### config.mk
export PLATFORM = sky130hd
export DESIGN_NAME = multicycle_control
export DESIGN_NICKNAME = d
export VERILOG_FILES = /design/src/rtl/multicycle_control.sv
export SDC_FILE = /design/constraint.sdc
export NUM_CORES = 1
export LEC_CHECK = 0
export ABC_AREA = 1
export CELL_PAD_IN_SITES_DETAIL_PLACEMENT = 0
export CELL_PAD_IN_SITES_GLOBAL_PLACEMENT = 1
export CORE_MARGIN = 5
export CORE_UTILIZATION = 29
export DETAILED_ROUTE_END_ITERATION = 16
export PLACE_DENSITY_LB_ADDON = 0.1
export SLEW_MARGIN = 10
export SYNTH_ARGS = -nofsm -noshare
export SYNTH_HDL_FRONTEND = slang
export SYNTH_SLANG_ARGS = --single-unit
### constraint.sdc
create_clock -name clk -period 3 [get_ports clk]
set_input_delay 0.6 -clock clk [delete_from_list [all_inputs] [get_ports clk]]
set_output_delay 0.6 -clock clk [all_outputs]
set_load 0.02 [all_outputs]
### src/rtl/multicycle_control.sv
// Control FSM for the multi-cycle RV32 datapath.
// Sequences one memory port, one ALU and IR/ALUOut/MDR.
module multicycle_control #(
  parameter int WAIT_LIMIT = 16,
  parameter int CNT_W      = 5
) (
  input  logic       clk,
  input  logic       rst,
  input  logic [6:0] opcode,
  input  logic       zero,
  input  logic       mem_ready,
  output logic       pc_en,
  output logic       irwrite,
  output logic       adrsrc,
  output logic       memread,
  output logic       memwrite,
  output logic       regwrite,
  output logic [1:0] alusrca,
  output logic [1:0] alusrcb,
  output logic [1:0] aluop,
  output logic [1:0] resultsrc,
  output logic [1:0] immsel,
  output logic       illegal,
  output logic       mem_timeout,
  output logic [3:0] state
);

  typedef enum logic [3:0] {
    S_FETCH    = 4'd0,
    S_DECODE   = 4'd1,
    S_MEMADR   = 4'd2,
    S_MEMREAD  = 4'd3,
    S_MEMWB    = 4'd4,
    S_MEMWRITE = 4'd5,
    S_EXECR    = 4'd6,
    S_ALUWB    = 4'd7,
    S_BEQ      = 4'd8
  } state_t;

  localparam logic [6:0] OP_R  = 7'b0110011;
  localparam logic [6:0] OP_LD = 7'b0000011;
  localparam logic [6:0] OP_ST = 7'b0100011;
  localparam logic [6:0] OP_BR = 7'b1100011;

  state_t           state_q, state_d;
  logic [CNT_W-1:0] cnt_q, cnt_d;
  logic             is_r, is_ld, is_st, is_br;
  logic             mem_wait, limit_hit;

  // Opcode class decode.
  always_comb begin
    is_r  = (opcode == OP_R);
    is_ld = (opcode == OP_LD);
    is_st = (opcode == OP_ST);
    is_br = (opcode == OP_BR);
  end

  // Immediate type follows the opcode in every state.
  always_comb begin
    unique case (1'b1)
      is_st:   immsel = 2'b01;
      is_br:   immsel = 2'b10;
      default: immsel = 2'b00;
    endcase
  end

  // Next state, wait counter and Moore/handshake outputs.
  always_comb begin
    state_d     = state_q;
    cnt_d       = '0;
    pc_en       = 1'b0;
    irwrite     = 1'b0;
    adrsrc      = 1'b0;
    memread     = 1'b0;
    memwrite    = 1'b0;
    regwrite    = 1'b0;
    alusrca     = 2'b00;
    alusrcb     = 2'b00;
    aluop       = 2'b00;
    resultsrc   = 2'b00;
    illegal     = 1'b0;
    mem_timeout = 1'b0;
    mem_wait    = 1'b0;
    limit_hit   = (WAIT_LIMIT != 0) && !mem_ready &&
                  (cnt_q == CNT_W'(WAIT_LIMIT - 1));
    case (state_q)
      S_FETCH: begin
        memread   = 1'b1;
        alusrcb   = 2'b10;
        resultsrc = 2'b10;
        irwrite   = mem_ready;
        pc_en     = mem_ready;
        mem_wait  = 1'b1;
        if (mem_ready) state_d = S_DECODE;
      end
      S_DECODE: begin
        alusrca = 2'b01;
        alusrcb = 2'b01;
        unique case (1'b1)
          is_ld, is_st: state_d = S_MEMADR;
          is_r:         state_d = S_EXECR;
          is_br:        state_d = S_BEQ;
          default: begin
            illegal = 1'b1;
            state_d = S_FETCH;
          end
        endcase
      end
      S_MEMADR: begin
        alusrca = 2'b10;
        alusrcb = 2'b01;
        unique case (1'b1)
          is_ld:   state_d = S_MEMREAD;
          is_st:   state_d = S_MEMWRITE;
          default: state_d = S_FETCH;
        endcase
      end
      S_MEMREAD: begin
        adrsrc   = 1'b1;
        memread  = 1'b1;
        mem_wait = 1'b1;
        if (mem_ready) state_d = S_MEMWB;
      end
      S_MEMWB: begin
        resultsrc = 2'b01;
        regwrite  = 1'b1;
        state_d   = S_FETCH;
      end
      S_MEMWRITE: begin
        adrsrc   = 1'b1;
        memwrite = 1'b1;
        mem_wait = 1'b1;
        if (mem_ready) state_d = S_FETCH;
      end
      S_EXECR: begin
        alusrca = 2'b10;
        aluop   = 2'b10;
        state_d = S_ALUWB;
      end
      S_ALUWB: begin
        regwrite = 1'b1;
        state_d  = S_FETCH;
      end
      S_BEQ: begin
        alusrca = 2'b10;
        aluop   = 2'b01;
        pc_en   = zero;
        state_d = S_FETCH;
      end
      default: state_d = S_FETCH;
    endcase
    if (mem_wait && !mem_ready) begin
      if (limit_hit) begin
        mem_timeout = 1'b1;
        state_d     = S_FETCH;
      end else begin
        cnt_d = cnt_q + 1'b1;
      end
    end
    if (rst) begin
      state_d     = S_FETCH;
      cnt_d       = '0;
      pc_en       = 1'b0;
      irwrite     = 1'b0;
      memread     = 1'b0;
      memwrite    = 1'b0;
      regwrite    = 1'b0;
      illegal     = 1'b0;
      mem_timeout = 1'b0;
      adrsrc      = 1'b0;
      alusrca     = 2'b00;
      alusrcb     = 2'b10;
      aluop       = 2'b00;
      resultsrc   = 2'b10;
    end
  end

  // State register and wait counter.
  always_ff @(posedge clk) begin
    if (rst) begin
      state_q <= S_FETCH;
      cnt_q   <= '0;
    end else begin
      state_q <= state_d;
      cnt_q   <= cnt_d;
    end
  end

  assign state = state_q;

endmodule

Word-level counts from Yosys, hierarchy flattened. Cells that the tools add are included.

Memories: 0. Bits of input ports: 11. Bits in latches: 0. Memory bits (read-only): 0. Output and inout bits: 22. RAM bits: 0. Register bits after elaboration: 9.

Shift operators: 0. Divide/modulo/power cells: 0. Equal/unequal tests: 13. Reductions and logical operators: 13. Multiply operators: 0. $add $sub $neg: 1. Magnitude comparators: 0. Bitwise operators: 1. Muxes and demuxes: 36.

Operators by type and width (number): $pmux W4 S6 (1); $mux W4 (5); $pmux W2 S2 (5); $mux W1 (18); $eq A4 B3 Y1 const B (4); $eq A7 B6 Y1 const B (2); $pmux W4 S3 (1); $reduce_or A2 Y1 (5); $reduce_or A3 Y1 (3); $eq A4 B2 Y1 const B (2); $mux W2 (4); $eq A7 B2 Y1 const B (1); $eq A7 B7 Y1 const B (1); $pmux W3 S2 (1); $add A5 B1 Y5 const B (1); $eq A5 B4 Y1 const B (1); $eq A4 B1 Y1 const B (1); $eq A4 B4 Y1 const B (1); $logic_not A4 Y1 (1); $reduce_or A4 Y1 (1); $logic_and A1 B1 Y1 (2); $pmux W1 S2 (1); $logic_not A1 Y1 (1); $not A1 Y1 (1).

Depth between registers and ports, before layout. Gate-level depths: netlist (run 1).

Word-level depth: 6. Mapped depth: 8.

Least setup slack after synthesis (run 1). No wires, ideal clock.

Path type: input -> output. Start point: input port opcode[4]. End point: output port immsel[0]. Stages: 3. Arrival time: 1.412 ns. Required time: 2.400 ns. Path slack: 0.988 ns. Cells stage by stage: inv_1 -> nand2_1 -> nor4_1.

Word-level cells in the longest chain between the ends: 2.

RTL lines: start, declared (RTL line 9) `input logic [6:0] opcode,`; $eq A7 B7 Y1 / $eq A7 B6 Y1 (equally long branches) (RTL line 55, 54); $pmux W2 S2 (*) (RTL line 60) `unique case (1'b1)`; end, declared (RTL line 22) `output logic [1:0] immsel,`.

Every way passes the cells marked *; elsewhere a longest branch is shown, timed or not.

Final worst setup path (run 1).
Start point: input port opcode[0]. End point: output port illegal.

Word-level cells in the longest chain between the ends: 5.

RTL lines: $eq A7 B6 Y1, or another cell as far along (RTL line 52) `is_r = (opcode == OP_R);`; $reduce_or A4 Y1 (no source line) (*); $mux W1 (*) (RTL line 99) `unique case (1'b1)`; $mux W1 (*) (RTL line 86) `case (state_q)`; $mux W1 (*) (RTL line 160) `if (rst) begin`; end, declared (RTL line 23) `output logic illegal,`.

Marks and branches as above.

==> results of run 1 <==
-- power by group through the flow --
stage,Sequential (µW),Clock [µW],Combinational [µW]
6_report,124,87.0,67.8
5_1_grt,124,103,74.4
4_1_cts,124,91.0,68.9
3_5_place_dp,127,0,68.6
3_3_place_gp,127,0,68.2
2_1_floorplan,127,0,33.9
-- logic make-up (layout without fill, tap and decap cells) --
family,count (synthesis),count (layout),share of synthesized area [%]
AO/OA/AOI/OAI,9,9,7.19
flip-flops,9,9,24.7
AND/OR/NAND/NOR,66,66,50.5
XOR/XNOR,2,2,2.40
adder cells (fa/ha/maj),2,2,3.42
buffers and inverters,22,58,11.8
-- cell type report --
cell class | instances | area, µm²
Inverter | 20 | 75.1
Multi-Input combinational cell | 79 | 464
Fill cell | 261 | 1310
Sequential cell | 9 | 180
Clock buffer | 4 | 26.3
Timing Repair Buffer | 34 | 335
Tap cell | 30 | 37.5
-- stage by stage --
stage | utilization, % | total power (µW)
2_1_floorplan | - | 161
3_3_place_gp | 44.9 | 195
3_5_place_dp | 44.9 | 195
4_1_cts | 46.0 | 284
5_1_grt | 46.0 | 302
6_report | 46.0 | 279
-- critical path, delay by kind of cell --
family        cells  cell delay [ns]
buf+inv           3             1.04
simple gates      4             0.57
-- worst min-delay path by stage --
stage	start	end	depth (start not counted)
after floorplan	cnt_q[0]	cnt_q[0]	1
after global routing	cnt_q[0]	cnt_q[0]	1
after CTS	cnt_q[0]	cnt_q[0]	1
after global placement	cnt_q[0]	cnt_q[0]	1
after detailed placement	cnt_q[0]	cnt_q[0]	1
final	cnt_q[0]	cnt_q[0]	1
-- cell usage after synthesis (all sizes together) --
library cell / n
clkinv: 1
nand4: 3
o211ai: 2
a211oi: 1
clkbuf: 1
nor3: 2
ha: 2
xor2: 1
nor2: 25
buf: 1
dfxtp: 9
nor4: 1
xnor2: 1
inv: 19
nand2: 21
and3: 1
nand3: 13
o21ai: 2
a21oi: 4
-- state kept, by name, indices dropped and copies added, names as in the netlist --
| signal | count |
|---|---|
| cnt_q | 5 |
| state | 4 |
-- per-layer routing --
| layer | track usage [%] | vias to the layer above | routed length [µm] |
|---|---|---|---|
| met5 | 0 | - | 0 |
| met4 | 1.90 | 0 | 0 |
| met3 | 4.32 | 0 | 149 |
| met2 | 19.4 | 23 | 886 |
| met1 | 13.8 | 337 | 790 |
| li1 | - | 425 | - |
==> impl_metrics.csv, run 1 <==
group,metric,value,unit
status,outcome,"completed",
setup_path,path_class,"input pin to output pin",
setup_path,reg2reg_to,"state[2]",
yosys,synth_top_area_share,24.7,%
yosys,syn-num-nets,123,
global_routing,grt_pass1_wl,3210,µm
routing,antenna_left,0,
power,power_leakage,0.000493,µW
placement,io_buffers,32,
clock_tree,clockBufferDepth,2,
cells_and_area,drive_gt1_share,17.8,%
timing,holdWs,0.456,ns
setup_path,worstSetupEndpointType,"output pin",
power,pwr-share-clk,31.2,%
setup_path,cpMostUsedCell,"clkdlybuf4s50_1",
setup_path,worstPathArrival,2.20,ns
setup_path,startpoint,"opcode[0]",
die,core-area,0.00243,mm²
yosys,syn_inst,110,
clock_tree,clock_latency,0.25,ns
die,dieArea,0.00362,mm²
timing,rsz0062_at_grt,"no",
power,p_switching,73.8,µW
die,ios,33,
timing,period_share,93.3,%
power,swShare,26.5,%
cells_and_area,fin_area,0.00112,mm²
timing,clock.fmax,357,MHz
clock_tree,cts_root_buffer,"clkbuf_4",
routing,viasPerCell,4.46,
yosys,yosys_register_bits,9,
yosys,yosys-top-cells-area,"dfxtp_1 25%, nor2_1 10%, nand2_1 7.7%",
power,pwr-share-seq,44.5,%
clock_tree,post_cts_buffers,0,
cells_and_area,final_cell_count_no_fill,176,
setup_path,startpoint_type,"input pin",
cells_and_area,layout_commonest_cell,"clkdlybuf4s50_1",
timing,worstMarginPinSlew,0.307,ns
power,combinationalPowerShare,24.3,%
power,internal-power,205,µW
setup_path,endpoint,"illegal",
clock_tree,clk_pin_slew,0.05,ns
global_routing,antenna_found_initial,0,
yosys,synth.distinct_cells,27,
routing,vias,785,
die,die_w,60.2,µm
setup_path,r2r_cells,8,
yosys,syn_area,731,µm²
yosys,syn_avg_cell_area,6.64,µm²
routing,wl_per_cell,10.4,µm
die,fp-row-count,18,
setup_path,r2r_setup_slack,1.60,ns
clock_tree,hold_buffers,0,
power,peakVddDrop,0.000396,V
clock_tree,cts_buffers,3,
setup_path,r2r-start,"cnt_q[0]",
placement,placed_cells,172,
cells_and_area,nets,160,
global_routing,grt_max_degree,11,
run,maxCapViolCount,0,
timing,fin_worst_skew,0.00153,ns
global_routing,grt-ovfl-total,0,
routing,routed_wl,1830,µm
placement,place.gp.congestion,0.751,
timing,fin_crit,2.80,ns
clock_tree,cts_resized,0,
placement,dp_slack,0.185,ns
die,die_h,60.2,µm
yosys,synth_top_cell_by_area,"dfxtp_1",
cells_and_area,num_antenna_cells,0,
min_path,hold_class,"register to register",
setup_path,crit_slowest_cell,"clkdlybuf4s50_1",
die,start_util,30.0,%
cells_and_area,layout_common_cells,"32 x clkdlybuf4s50_1, 20 x nor2_1, 15 x nand2_1",
global_routing,grt_pass1_vias,749,
cells_and_area,area_delta_synth_final,53.1,%
clock_tree,htreeDepth,1,
setup_path,crit_chain,"clkdlybuf4s50_1 -> nand2_1 -> nor2_2 -> nand4_1 -> nand3_1 -> inv_1 -> clkdlybuf4s50_1",
timing,slew_viol_final,0,
timing,slew_headroom,79.5,%
setup_path,slowest_delay,0.53,ns
yosys,ys_warn_count,0,
placement,dp_hpwl,1570,µm
setup_path,critPathMaxFanout,5,
timing,hold_violations,0,
placement,place_area,0.00109,mm²
power,power_density,249,mW/mm²
clock_tree,clkSinkCount,9,
global_routing,track_usage,11.4,%
yosys,synth-seq-area-share,24.7,%
clock_tree,tritoncts,"done",
routing,firstDrtPassIters,4,
timing,setup_viol,0,
routing,drt_first_iter_violations,21,
timing,finalSetupTns,0,ns
setup_path,critPathRequiredTime,2.40,ns
routing,drcViolationCount,0,
timing,setup_ws,0.202,ns
No activity file was read; power rests on OpenSTA's default activity.
==> run 2, diff against run 1 <==
--- a/config.mk
+++ b/config.mk
@@ -11,7 +11,8 @@
 export CORE_MARGIN = 5
 export CORE_UTILIZATION = 29
 export DETAILED_ROUTE_END_ITERATION = 16
-export PLACE_DENSITY_LB_ADDON = 0.1
+export PLACE_DENSITY = 0.82
+export REMOVE_ABC_BUFFERS = 1
 export SLEW_MARGIN = 10
 export SYNTH_ARGS = -nofsm -noshare
 export SYNTH_HDL_FRONTEND = slang
==> run 2 against run 1 <==
Final cell count stayed put. Sequential power hardly changed. Power is 0.22% higher. Fmax is 0.24% higher. Non-clock buffer count stayed put. Sequential share of layout area stayed put. Hold slack worse by 0.015 ns. Global-route usage is 0.13 points higher. Core utilization stayed put. Wire length is 3.2% higher. Highest routed layer is now met4.
==> impl_metrics.csv, run 2 (synthesized netlist as in run 1, its figures left out) <==
group,metric,value,unit
setup_path,worstPathArrival,2.19,ns
clock_tree,cts_root_buffer,"clkbuf_4",
timing,holdWs,0.441,ns
global_routing,antenna_found_initial,0,
placement,dp_hpwl,1640,µm
timing,worstMarginPinSlew,0.299,ns
timing,hold_violations,0,
cells_and_area,layout_common_cells,"32 x clkdlybuf4s50_1, 20 x nor2_1, 15 x nand2_1",
setup_path,worstSetupEndpointType,"output pin",
cells_and_area,largest_register_ffs,5,
setup_path,critPathRequiredTime,2.40,ns
power,power_leakage,0.000493,µW
die,die_h,60.2,µm
routing,drt_first_iter_violations,17,
timing,slew_headroom,80.0,%
min_path,whs_path_depth,1,
status,outcome,"completed",
die,ios,33,
timing,rsz0062_at_grt,"no",
routing,routed_wl,1890,µm
global_routing,grt-ovfl-total,0,
setup_path,startpoint_type,"input pin",
die,die_w,60.2,µm
setup_path,r2r-start,"cnt_q[0]",
global_routing,track_usage,11.6,%
clock_tree,cts_resized,0,
global_routing,gr-usage-met2,20.7,%
global_routing,grt_pass1_vias,756,
die,dieArea,0.00362,mm²
clock_tree,clock_latency,0.25,ns
die,start_util,30.0,%
routing,viasPerCell,4.61,
routing,antenna_left,0,
global_routing,grt_pass1_wl,3230,µm
clock_tree,htreeDepth,1,
cells_and_area,nets,160,
global_routing,grtUsageMet3,0.864,%
global_routing,top_usage_layer,"met2",
cells_and_area,registers.top_by_ff_count,"cnt_q",
cells_and_area,drive_gt1_share,17.8,%
timing,fin_worst_skew,0.00321,ns
placement,dp_slack,0.208,ns
clock_tree,clockBufferDepth,2,
clock_tree,clkSinkCount,9,
cells_and_area,area_delta_synth_final,53.1,%
timing,setup_ws,0.209,ns
placement,io_buffers,32,
setup_path,r2r_setup_slack,1.61,ns
clock_tree,cts_buffers,3,
die,core-area,0.00243,mm²
setup_path,r2r_cells,8,
power,power_density,250,mW/mm²
run,maxCapViolCount,0,
min_path,hold_class,"register to register",
timing,finalSetupTns,0,ns
global_routing,grt_max_degree,11,
timing,slew_viol_final,0,
die,fp-row-count,18,
global_routing,grt.met1_usage,13.7,%
routing,drcViolationCount,0,
clock_tree,tritoncts,"done",
min_path,hold_path_end,"cnt_q[0]",
min_path,min-delay-start,"cnt_q[0]",
setup_path,path_class,"input pin to output pin",
placement,place.gp.congestion,0.836,
setup_path,critPathMaxFanout,4,
clock_tree,clk_pin_slew,0.05,ns
timing,clock.fmax,358,MHz
setup_path,reg2reg_to,"state[1]",
timing,fin_crit,2.79,ns
timing,setup_viol,0,
timing,period_share,93.0,%
cells_and_area,num_antenna_cells,0,
routing,firstDrtPassIters,4,
routing,vias,811,
routing,wl_per_cell,10.7,µm
clock_tree,post_cts_buffers,0,
power,peakVddDrop,0.000179,V
cells_and_area,layout_commonest_cell,"clkdlybuf4s50_1",
clock_tree,hold_buffers,0,
run 2: cell counts in the layout (fill, tap and decap cells not counted):
No cell type changed its count.
run 2: critical path, cell delays in order:
cell             delay [ns]
clkdlybuf4s50_1        0.44
inv_1                  0.18
nand2_1                0.13
inv_1                  0.09
nand2_2                0.06
nor2_1                 0.09
clkdlybuf4s50_1        0.61
run 2: final cells by class:
cell class | instances | area (µm²)
well taps | 30 | 37.5
multi-input cells | 79 | 464
fillers | 274 | 1310
clock buffers | 4 | 26.3
inverters | 20 | 75.1
flip-flops and latches | 9 | 180
repair buffers | 34 | 335
run 2: how the worst max path moves through the flow:
stage / cells after the start / startpoint / slack, ns / end
floorplan: 3 / opcode[4] / 0.99 / immsel[0]
global placement: 7 / mem_ready / 0.20 / mem_timeout
CTS: 7 / mem_ready / 0.20 / mem_timeout
global route: 7 / opcode[1] / 0.09 / illegal
detailed placement: 6 / opcode[1] / 0.21 / immsel[1]
finish: 7 / mem_ready / 0.21 / mem_timeout
run 2: per-layer routing:
layer	routed length (µm)	vias up
met5	0	-
met4	25	0
met3	131	2
met2	951	20
met1	777	367
li1	-	422
run 2: power by group:
group	internal (µW)	switching (µW)	total [µW]
clock network	50.9	36.2	87.1
registers	122	2.39	124
logic	32.7	35.7	68.4
total	205	74.4	280
run 2: metrics by stage:
step                      total power (µW)  std cells  instance area, µm²  util [%]
after detailed placement               195        172                1090      44.9
after CTS                              284        176                1120      46.0
after global routing                   299        176                1120      46.0
after floorplan                        159        108                 719         -
after global placement                 195        172                1090      44.9
final                                  280        176                1120      46.0
